==> src/rtl/multi_slave_bus_controller.sv <==
// Registered multi-slave bus controller: decodes a processor address into one of NUM_SLAVES regions,
// rebases it, and runs one transfer at a time, reporting unmapped-address and timeout errors.
module multi_slave_bus_controller #(
    parameter int                       DATA_WIDTH     = 64,
    parameter int                       ADDR_WIDTH     = 64,
    parameter int                       NUM_SLAVES     = 4,
    parameter int                       REGION_SHIFT   = 24,
    parameter logic [NUM_SLAVES*32-1:0] SLAVE_BASE     = {32'd3, 32'd2, 32'd1, 32'd0},
    parameter logic [NUM_SLAVES*32-1:0] SLAVE_LIMIT    = {32'd6, 32'd5, 32'd4, 32'd0},
    parameter int                       TIMEOUT_CYCLES = 255
) (
    input  logic                             clock,
    input  logic                             reset_n,
    input  logic                             transfer_enable,
    input  logic [DATA_WIDTH/8-1:0]          byte_write_enable,
    input  logic [DATA_WIDTH-1:0]            write_data,
    input  logic [ADDR_WIDTH-1:0]            mem_address,
    output logic [DATA_WIDTH-1:0]            read_data,
    output logic                             transfer_busy,
    output logic                             transfer_error,
    output logic [NUM_SLAVES-1:0]            slave_enable,
    output logic [DATA_WIDTH/8-1:0]          slave_byte_write_enable,
    output logic [ADDR_WIDTH-1:0]            slave_address,
    output logic [DATA_WIDTH-1:0]            slave_write_data,
    input  logic [NUM_SLAVES*DATA_WIDTH-1:0] slave_read_data,
    input  logic [NUM_SLAVES-1:0]            slave_busy
);

    localparam int STRB_W = DATA_WIDTH / 8;
    localparam int SEL_W  = (NUM_SLAVES > 1) ? $clog2(NUM_SLAVES) : 1;
    localparam int RGN_W  = ADDR_WIDTH - REGION_SHIFT;
    localparam int CMP_W  = (RGN_W > 32) ? RGN_W : 32;

    localparam logic [15:0] TIMEOUT_LAST = 16'(TIMEOUT_CYCLES - 1);

    localparam logic [1:0] ST_IDLE   = 2'd0;
    localparam logic [1:0] ST_ACCESS = 2'd1;
    localparam logic [1:0] ST_RESP   = 2'd2;

    // Inclusive range test, widened so region indices wider than 32 bits compare correctly.
    function automatic logic region_in(input logic [RGN_W-1:0] rgn,
                                       input logic [31:0]      lo,
                                       input logic [31:0]      hi);
        logic [CMP_W-1:0] r_v;
        logic [CMP_W-1:0] lo_v;
        logic [CMP_W-1:0] hi_v;
        r_v  = CMP_W'(rgn);
        lo_v = CMP_W'(lo);
        hi_v = CMP_W'(hi);
        return (r_v >= lo_v) && (r_v <= hi_v);
    endfunction

    logic [1:0]            state_q, state_d;
    logic [SEL_W-1:0]      sel_q, sel_d;
    logic [ADDR_WIDTH-1:0] addr_q, addr_d;
    logic [STRB_W-1:0]     be_q, be_d;
    logic [DATA_WIDTH-1:0] wd_q, wd_d;
    logic [NUM_SLAVES-1:0] en_q, en_d;
    logic [DATA_WIDTH-1:0] rdata_q, rdata_d;
    logic                  err_q, err_d;
    logic [15:0]           cnt_q, cnt_d;

    logic [RGN_W-1:0]      region_s;
    logic                  hit_s;
    logic [SEL_W-1:0]      hit_sel_s;
    logic [ADDR_WIDTH-1:0] hit_base_s;
    logic                  sel_busy_s;
    logic [DATA_WIDTH-1:0] sel_rdata_s;

    // Region decode; scanning from the top index down lets the lowest overlapping slave win.
    always_comb begin
        region_s   = mem_address[ADDR_WIDTH-1:REGION_SHIFT];
        hit_s      = 1'b0;
        hit_sel_s  = '0;
        hit_base_s = '0;
        for (int i = NUM_SLAVES - 1; i >= 0; i--) begin
            if (region_in(region_s, SLAVE_BASE[32*i +: 32], SLAVE_LIMIT[32*i +: 32])) begin
                hit_s      = 1'b1;
                hit_sel_s  = SEL_W'(i);
                hit_base_s = ADDR_WIDTH'(SLAVE_BASE[32*i +: 32]) << REGION_SHIFT;
            end else begin
                hit_s      = hit_s;
            end
        end
    end

    // Response mux for the latched slave.
    always_comb begin
        sel_busy_s  = 1'b0;
        sel_rdata_s = '0;
        for (int i = 0; i < NUM_SLAVES; i++) begin
            if (sel_q == SEL_W'(i)) begin
                sel_busy_s  = slave_busy[i];
                sel_rdata_s = slave_read_data[DATA_WIDTH*i +: DATA_WIDTH];
            end else begin
                sel_busy_s  = sel_busy_s;
            end
        end
    end

    // Transfer FSM next-state and datapath next values.
    always_comb begin
        state_d = state_q;
        sel_d   = sel_q;
        addr_d  = addr_q;
        be_d    = be_q;
        wd_d    = wd_q;
        en_d    = en_q;
        rdata_d = rdata_q;
        err_d   = err_q;
        cnt_d   = cnt_q;
        case (state_q)
            ST_IDLE: begin
                en_d = '0;
                if (transfer_enable) begin
                    if (hit_s) begin
                        sel_d   = hit_sel_s;
                        addr_d  = mem_address - hit_base_s;
                        be_d    = byte_write_enable;
                        wd_d    = write_data;
                        cnt_d   = 16'd0;
                        en_d    = NUM_SLAVES'(1'b1) << hit_sel_s;
                        state_d = ST_ACCESS;
                    end else begin
                        err_d   = 1'b1;
                        rdata_d = '0;
                        state_d = ST_RESP;
                    end
                end else begin
                    state_d = ST_IDLE;
                end
            end
            ST_ACCESS: begin
                // Completion is tested first so it wins over a coincident timeout.
                if (!sel_busy_s) begin
                    rdata_d = sel_rdata_s;
                    err_d   = 1'b0;
                    en_d    = '0;
                    state_d = ST_RESP;
                end else if (cnt_q == TIMEOUT_LAST) begin
                    rdata_d = '0;
                    err_d   = 1'b1;
                    en_d    = '0;
                    state_d = ST_RESP;
                end else begin
                    cnt_d   = cnt_q + 16'd1;
                end
            end
            ST_RESP: begin
                en_d    = '0;
                state_d = ST_IDLE;
            end
            default: begin
                en_d    = '0;
                state_d = ST_IDLE;
            end
        endcase
    end

    // State and output registers; reset aborts any transfer and drops slave_enable at once.
    always_ff @(posedge clock or negedge reset_n) begin
        if (!reset_n) begin
            state_q <= ST_IDLE;
            sel_q   <= '0;
            addr_q  <= '0;
            be_q    <= '0;
            wd_q    <= '0;
            en_q    <= '0;
            rdata_q <= '0;
            err_q   <= 1'b0;
            cnt_q   <= 16'd0;
        end else begin
            state_q <= state_d;
            sel_q   <= sel_d;
            addr_q  <= addr_d;
            be_q    <= be_d;
            wd_q    <= wd_d;
            en_q    <= en_d;
            rdata_q <= rdata_d;
            err_q   <= err_d;
            cnt_q   <= cnt_d;
        end
    end

    assign transfer_busy           = ((state_q == ST_IDLE) && transfer_enable) || (state_q == ST_ACCESS);
    assign read_data               = rdata_q;
    assign transfer_error          = err_q;
    assign slave_enable            = en_q;
    assign slave_byte_write_enable = be_q;
    assign slave_address           = addr_q;
    assign slave_write_data        = wd_q;

endmodule

==> config.mk <==
export PLATFORM = sky130hd
export DESIGN_NAME = multi_slave_bus_controller
export DESIGN_NICKNAME = d
export VERILOG_FILES = /design/src/rtl/multi_slave_bus_controller.sv
export SDC_FILE = /design/constraint.sdc
export NUM_CORES = 1
export LEC_CHECK = 0
export CORE_AREA = 5 5 233 235
export DETAILED_ROUTE_END_ITERATION = 7
export DIE_AREA = 0 0 238 240
export SYNTH_ARGS = -nofsm -noshare
export SYNTH_HDL_FRONTEND = slang
export SYNTH_SLANG_ARGS = --single-unit
==> constraint.sdc <==
create_clock -name clock -period 3.1 [get_ports clock]
set_input_delay 0.775 -clock clock [delete_from_list [all_inputs] [get_ports clock]]
set_output_delay 0.775 -clock clock [all_outputs]
set_load 0.01 [all_outputs]
# [Word-level counts from Yosys, hierarchy flattened]
# Index checks and enable logic that the tools add are counted.
[classes] addsub=2 multipliers=0 div_mod_pow=0 order_cmp=8 eq_ne=11 n_shift=1 muxes=45 bitwise=0 n_reduce_logical=12
[op_table] cell="$mux W64" n=11
[op_table] cell="$pmux W64 S2" n=1
[op_table] cell="$le A40 B3 Y1 const B" n=3
[op_table] cell="$ge A40 B1 Y1 const B" n=2
[op_table] cell="$ge A40 B2 Y1 const B" n=2
[op_table] cell="$mux W16" n=4
[op_table] cell="$sub A64 B64 Y64" n=1
[op_table] cell="$le A40 B1 Y1 const B" n=1
[op_table] cell="$pmux W16 S2" n=1
[op_table] cell="$mux W26" n=1
[op_table] cell="$add A16 B1 Y16 const B" n=1
[op_table] cell="$eq A16 B8 Y1 const B" n=1
[op_table] cell="$mux W2" n=8
[op_table] cell="$mux W4" n=4
[op_table] cell="$mux W1" n=12
[op_table] cell="$ne A2 B2 Y1 const B" n=5
[op_table] cell="$pmux W4 S2" n=1
[op_table] cell="$logic_and A1 B1 Y1" n=5
[op_table] cell="$reduce_and A5 Y1" n=1
[op_table] cell="$eq A2 B1 Y1 const B" n=2
[op_table] cell="$eq A2 B2 Y1 const B" n=2
[op_table] cell="$logic_not A2 Y1" n=2
[op_table] cell="$pmux W2 S2" n=1
[op_table] cell="$reduce_and A4 Y1" n=1
[op_table] cell="6 further kinds" n=6
[totals] reg_bits=225 latchBits=0 ram_bits=0 mem_bits_ro=0 inputBits=399 out_inout_bits=206 elab_cells=88 mem_count=0

# [Longest topological paths before layout]
# Gate-level depths: netlist of the first run.
[depth] depth_word=10 depth_mapped=12 mapped_depth_nobuf=11

# [Worst setup path after synthesis of the first run]
# No wires, ideal clock.
[synth_timing] path_kind="input -> register" from="input port mem_address[26]" to="register addr_q[56], in the netlist slave_address[56]" setup_time_ns=0.119 arrival_ns=3.082 required_time_ns=2.981 slack_ns=-0.101 path_stages=12 path_buffers=2 path_cell_list="buf_2 > or3_1 > and3_1 > and2_1 > ha_1 > fa_1 > nor2b_1 > nor3_1 > a21o_1 > nand2_1 > clkbuf_1 > o21a_1"
[synth_between] elab_chain_len=7 elab_cells_between_ends=22 cone_classes="add/sub: 1; order compare: 8; mux: 8; reduce/logical: 5"
[synth_rtl] element="from (decl)" line_no="17" rtl="input logic [ADDR_WIDTH-1:0] mem_address,"
[synth_rtl] element="$ge A40 B2 Y1 / $le A40 B3 Y1 (equally long branches)" line_no="50" rtl="return (r_v >= lo_v) && (r_v <= hi_v);"
[synth_rtl] element="$logic_and A1 B1 Y1" line_no="50"
[synth_rtl] element="$mux W26" line_no="77" rtl="if (region_in(region_s, SLAVE_BASE[32*i +: 32], SLAVE_LIMIT[32*i +: 32])) begin"
[synth_rtl] element="$mux W64 (2 in series)" line_no="77"
[synth_rtl] element="$mux W64 (*)" line_no="77"
[synth_rtl] element="via hit_base_s[24]" line_no="66" rtl="logic [ADDR_WIDTH-1:0] hit_base_s;"
[synth_rtl] element="$sub A64 B64 Y64 (*)" line_no="118" rtl="addr_d = mem_address - hit_base_s;"
[synth_rtl] element="to (signal assigned)" line_no="175" rtl="addr_q <= addr_d;"
[synth_rtl] element="to (decl)" line_no="55" rtl="logic [ADDR_WIDTH-1:0] addr_q, addr_d;"
# Mark *: on every way through the listed nets, which the timed path passes. The rest lies on a longest branch.
# A chain may end at the register's enable or synchronous reset.

# [Worst setup path after layout of the first run]
[layout_timing] from="input port mem_address[62]" to="register addr_q[46], in the netlist slave_address[46]"
# Same word-level chain as after synthesis.

==> results.json, run 1 <==
{
  "rsz0062_at_grt": "false",
  "insertion_delay_ps": 550,
  "r2r_setup_slack_ps": 620,
  "path_delay_family": "simple AND/OR/NAND/NOR gates",
  "gp_congestion": 0.868,
  "critical_path_class": "primary input to register",
  "drive_gt1_frac": 0.193,
  "ctsResizeCount": 0,
  "clockBufferDepth": 3,
  "die_x_um": 238,
  "ios": 605,
  "vdd_drop_max_mv": 0.273,
  "fin_crit_ps": 2870,
  "drcViolationCount": 0,
  "synth_top_area_frac": 0.552,
  "post_cts_buffers": 0,
  "grt_max_degree": 74,
  "max_freq_mhz": 349,
  "maxCapViolations": 0,
  "clkSlewWorstSetupHoldPaths_ps": 60,
  "row_count": 84,
  "hold_viol": 0,
  "start_kind": "primary input",
  "layout_commonest_cell": "clkdlybuf4s50_1",
  "p_leak_nw": 7.74,
  "crit_arrival_ps": 3360,
  "fin_ws_ps": 232,
  "holdBufCountCts": 0,
  "yosysUniqueCellTypes": 42,
  "cp_num_cells": 14,
  "path_cells": "clkdlybuf4s50_1 -> nor4_1 -> nand4_1 -> nor3_1 -> buf_4 -> and2_1 -> ha_1 -> fa_2 -> nor2b_2 -> nor3_1 -> a21o_1 -> nand2_2 -> buf_12 -> o21a_1",
  "path_buf_inv": 3,
  "reg2reg_depth": 8,
  "hold_class": "primary input to async pin",
  "syn-mean-instance-area_um2": 14.7,
  "cp.required_ps": 3590,
  "antenna_found_initial": 28,
  "clkSinkCount": 225,
  "syn_area_um2": 10200,
  "core_area_um2": 52000,
  "pwr_density_cell_nw_per_um2": 375,
  "drv_slew": 0,
  "finish.net_count": 1717,
  "status": "completed",
  "grt_pass1_wl_um": 65700,
  "critical_path.startpoint": "mem_address[62]",
  "placedInstanceArea_um2": 17400,
  "crit_top_cell": "nor3_1",
  "die_h_um": 240,
  "port_buffers": 604,
  "final_util": 0.351,
  "htree_levels": 1,
  "dr.pass1.iters": 4,
  "worst_slew_pin_slew_ps": 1040,
  "hpwl_um": 38000,
  "fin_crit_sh": 0.925,
  "nFillCells": 5116,
  "skew_ps": 23.1,
  "first_global_vias": 9611,
  "crit_fanout": 17,
  "endpoint_kind": "register",
  "vias": 8760,
  "root_buffer": "clkbuf_16",
  "cts_buffers": 27,
  "grt_overflow_total": 0,
  "ys_seq_area_frac": 0.552,
  "final_area_um2": 18200,
  "dr.first_iter.drc_count": 311,
  "max_slew_margin": 0.306,
  "initial_core_util": 0.196,
  "cp_slowest_cell": "clkdlybuf4s50_1",
  "grt_util_all_layers": 0.154,
  "yosysTopAreaCell": "dfrtp_1",
  "viasPerCell": 4.31,
  "final_cells": 2031,
  "reg2reg_from": "cnt_q[0]",
  "dieArea_um2": 57100,
  "syn-num-nets": 1096,
  "fin_total_pwr_mw": 6.83,
  "yosys-top-cells-area": "dfrtp_1 55%, mux4_2 14%, mux2_2 11%, a22o_1 5.7%, a21o_1 1.7%",
  "antenna_left": 0,
  "synthCells": 692,
  "cts_tree": "built",
  "wl_um": 46700,
  "ys_seq_elements": 225,
  "yosysWarnings": 0,
  "dp_worst_setup_slack_ps": -318,
  "layout_common_cells": "603 x clkdlybuf4s50_1, 223 x dfrtp_1, 98 x mux2_2",
  "setup_violations": 0,
  "slowest_delay_ps": 410,
  "dpl.cell_count": 1972,
  "area_growth_pct": 79.0,
  "wl_per_cell_um": 23.0
}
## through the flow
| step | hold slack (ps) | setup TNS (ps) |
|---|---|---|
| finish | 214 | 0 |
| global placement | 457 | -19130 |
| detailed placement | 466 | -19340 |
| floorplan | 479 | 0 |
| global route | 238 | 0 |
| CTS | 215 | 0 |
## layout make-up
| type | count | area (um^2) | share of cell area |
|---|---|---|---|
| timing repair buffer | 648 | 6490 | 0.356 |
| sequential | 225 | 5640 | 0.309 |
| antenna | 10 | 25.0 | 0.00137 |
| tap | 688 | 861 | 0.0472 |
| clock buffer | 43 | 806 | 0.0442 |
| clock inverter | 6 | 58.8 | 0.00322 |
| inverter | 7 | 26.3 | 0.00144 |
| multi-input combinational | 404 | 4340 | 0.238 |
## kinds of logic after synthesis
| logic type | count (synthesis) | share of synthesized area |
|---|---|---|
| compound gates | 122 | 0.0985 |
| simple gates | 98 | 0.0527 |
| xor+xnor | 15 | 0.0129 |
| mux | 164 | 0.252 |
| flops | 225 | 0.552 |
| buf+inv | 63 | 0.0249 |
| fa+ha+maj | 5 | 0.00688 |
## flip-flops by register name, summed over array words and instances, names as in the netlist
name	count
read_data	64
slave_address	64
slave_write_data	64
cnt_q	16
slave_byte_write_enable	8
slave_enable	4
sel_q	2
state_q	2
transfer_error	1
## synth_stat cells (all sizes together)
library cell / count
dfrtp: 225
mux2: 98
a22o: 66
mux4: 64
clkbuf: 36
a21o: 23
nor2: 21
buf: 20
o21a: 17
nor4: 15
xnor2: 14
nand2: 13
nor3: 9
inv: 7
nand3: 7
nand4: 6
o21ai: 5
a21oi: 4
ha: 4
and2: 3
and3: 3
and4: 3
nor2b: 3
nor4b: 3
or4: 3
a32o: 2
mux2i: 2
nand2b: 2
nand3b: 2
o31ai: 2
a2111oi: 1
a2bb2oi: 1
and4b: 1
fa: 1
nor3b: 1
o22a: 1
or2: 1
or3: 1
or3b: 1
xor2: 1
## layer usage
layer / GRT usage / wire, um / vias up
li1: - / - / 3906
met1: 0.181 / 17700 / 4312
met2: 0.265 / 23100 / 436
met3: 0.0537 / 4310 / 92
met4: 0.0497 / 1530 / 14
met5: 0 / 91 / -
## report_power, final
group          internal [mW]  total [mW]  switching (mW)  leakage, nW
combinational          0.542       0.782           0.240         4.22
clock                   1.85        3.09            1.24        0.428
sequential              2.95        2.96          0.0137         3.09
total                   5.34        6.83            1.49         7.74
## final timing paths
| path | end |
|---|---|
| worst max-delay path | slave_address[46] |
| worst min-delay path | read_data[13] |
| worst max register to register | read_data[2] |
| worst min register to register | slave_address[39] |
| max in group asynchronous | slave_write_data[5] |
| min in group clock | slave_address[39] |
Note: power is estimated with default switching activity, not from simulation.
==> run 2, diff against run 1 <==
--- a/config.mk
+++ b/config.mk
@@ -8,6 +8,7 @@
 export CORE_AREA = 5 5 233 235
 export DETAILED_ROUTE_END_ITERATION = 7
 export DIE_AREA = 0 0 238 240
+export SLEW_MARGIN = 20
 export SYNTH_ARGS = -nofsm -noshare
 export SYNTH_HDL_FRONTEND = slang
 export SYNTH_SLANG_ARGS = --single-unit
==> results of run 2 <==
Same layout as run 1: the final DEF is identical, and so are final timing and power.
==> run 3, diff against run 2 <==
--- a/config.mk
+++ b/config.mk
@@ -8,6 +8,9 @@
 export CORE_AREA = 5 5 233 235
 export DETAILED_ROUTE_END_ITERATION = 7
 export DIE_AREA = 0 0 238 240
+export GPL_ROUTABILITY_DRIVEN = 0
+export GPL_TIMING_DRIVEN = 0
+export REMOVE_ABC_BUFFERS = 1
 export SLEW_MARGIN = 20
 export SYNTH_ARGS = -nofsm -noshare
 export SYNTH_HDL_FRONTEND = slang
==> results.json, run 3 (same netlist as run 1, synthesis figures left out) <==
{
  "status": "completed",
  "grt_max_degree": 94,
  "hpwl_um": 35100,
  "die_h_um": 240,
  "cts_tree": "built",
  "die_x_um": 238,
  "cts_buffers": 27,
  "max_slew_margin": 0.358,
  "rsz0062_at_grt": "false",
  "start_kind": "primary input",
  "pwr-share-seq": 0.430,
  "wl_per_cell_um": 21.8,
  "hold_viol": 0,
  "first_global_vias": 9383,
  "p_switching_mw": 1.47,
  "root_buffer": "clkbuf_16",
  "insertion_delay_ps": 540,
  "reg2reg_from": "sel_q[1]",
  "path_delay_family": "simple AND/OR/NAND/NOR gates",
  "initial_core_util": 0.196,
  "cp.required_ps": 3520,
  "holdBufCountCts": 0,
  "rr_endpoint": "cnt_q[13]",
  "port_buffers": 604,
  "setup_violations": 0,
  "vias": 8667,
  "htree_levels": 1,
  "path_buf_inv": 1,
  "finish.net_count": 1690,
  "row_count": 84,
  "r2r_setup_slack_ps": 390,
  "worst_slew_pin_slew_ps": 956,
  "p_leak_nw": 7.72,
  "power.internal_mw": 5.42,
  "grt_pass1_wl_um": 61900,
  "holdWs_ps": 158,
  "slowest_delay_ps": 420,
  "drcViolationCount": 0,
  "cp_slowest_cell": "or3_1",
  "final_area_um2": 18300,
  "endpoint_kind": "register",
  "clockBufferDepth": 3,
  "ios": 605,
  "dieArea_um2": 57100,
  "viasPerCell": 4.33,
  "wl_um": 43700,
  "antenna_found_initial": 15,
  "nFillCells": 5096,
  "dp_worst_setup_slack_ps": -1690,
  "grt_util_all_layers": 0.143,
  "layout_common_cells": "598 x clkdlybuf4s50_1, 223 x dfrtp_1, 98 x mux2_2",
  "dr.pass1.iters": 4,
  "layout_commonest_cell": "clkdlybuf4s50_1",
  "multi_input_area_um2": 4460,
  "critical_path_class": "primary input to register",
  "maxCapViolations": 0,
  "fin_crit_sh": 0.970,
  "area_growth_pct": 79.2,
  "clkPwrFrac": 0.460,
  "vdd_drop_max_mv": 0.306,
  "skew_ps": 10.3,
  "p_comb_frac": 0.110,
  "clkSlewWorstSetupHoldPaths_ps": 60,
  "hold_class": "primary input to async pin",
  "drv_slew": 0,
  "final_util": 0.351,
  "crit_fanout": 10,
  "dr.first_iter.drc_count": 325,
  "antenna_left": 0,
  "core_area_um2": 52000,
  "pwr_density_cell_nw_per_um2": 377,
  "grt_overflow_total": 0,
  "fin_crit_ps": 3010,
  "clkSinkCount": 225,
  "max_freq_mhz": 333,
  "placedInstanceArea_um2": 17200,
  "p_sw_frac": 0.214,
  "path_cells": "dlygate4sd2_1 -> or3_1 -> and3_1 -> and2_1 -> ha_1 -> fa_2 -> nor2b_4 -> nor3_1 -> a21o_4 -> nand2_8 -> o21a_1",
  "crit_arrival_ps": 3420,
  "reg2reg_depth": 5,
  "drive_gt1_frac": 0.187,
  "fin_ws_ps": 94.0,
  "seqCellArea_um2": 5640
}
run 3: cell types whose count changed in the layout (fill, tap and decap cells not counted), sizes merged, moves of 2 or more:
cell / delta
dlygate4sd2: +3
buf: -29
clkbuf: -4
clkinv: +2
dlymetal6s2s: +2
clkdlybuf4s50: -5
run 3: per-layer routing:
| metal | GRT usage | vias up | share of wire |
|---|---|---|---|
| met5 | 0 | - | 0.0014 |
| li1 | - | 3850 | - |
| met1 | 0.164 | 4265 | 0.37 |
| met3 | 0.0569 | 78 | 0.11 |
| met2 | 0.241 | 466 | 0.48 |
| met4 | 0.0536 | 8 | 0.036 |
run 3: power by group through the flow:
stage	Sequential (mW)	Combinational (mW)	Clock (mW)
6_report	2.96	0.759	3.17
5_1_grt	2.96	0.810	3.39
4_1_cts	2.96	0.767	3.31
3_5_place_dp	3.01	0.762	0
3_3_place_gp	3.02	0.737	0
2_1_floorplan	3.01	0.114	0
run 3: worst max-delay path by stage:
stage	startpoint	slack, ps	to	depth (start not counted)
floorplan	sel_q[0]	-2770	read_data[62]	4
global placement	reset_n	-8680	read_data[59]	1
detailed placement	mem_address[42]	-1690	slave_address[42]	12
CTS	mem_address[37]	8	slave_address[42]	12
global route	mem_address[44]	20	slave_address[42]	13
finish	mem_address[26]	90	slave_address[42]	11
run 3: area by class of cell:
type                    count  area share
diodes                     10     0.00137
clock buffers              39      0.0438
clock inverters             9     0.00534
inverters                   7     0.00144
multi-input cells         406       0.244
flip-flops and latches    225       0.309
well taps                 688      0.0471
repair buffers            619       0.348
run 3: worst register-to-register path, cell delays in order, from the launching register on:
cell and delay (ps):
dfrtp_4 590, or3b_2 510, o22a_1 380, or2_1 410, or4_1 550, a21oi_1 190
run 3: timing repair:
| action | CTS | global route |
|---|---|---|
| buffers inserted | 3 | 3 |
| cloned | 1 | 1 |
| endpoints found under the setup margin | 104 | 38 |
| pin swaps | 6 | 3 |
| gates resized for setup | 14 | 11 |
run 3: per-stage QoR:
step           setup TNS (ps)  total power, mW  cells
4_1_cts                     0             7.04   1989
2_1_floorplan         -300640             3.13    636
3_5_place_dp          -147310             3.78   1937
6_report                    0             6.89   2003
5_1_grt                     0             7.17   1997
3_3_place_gp         -2746650             3.75   1928
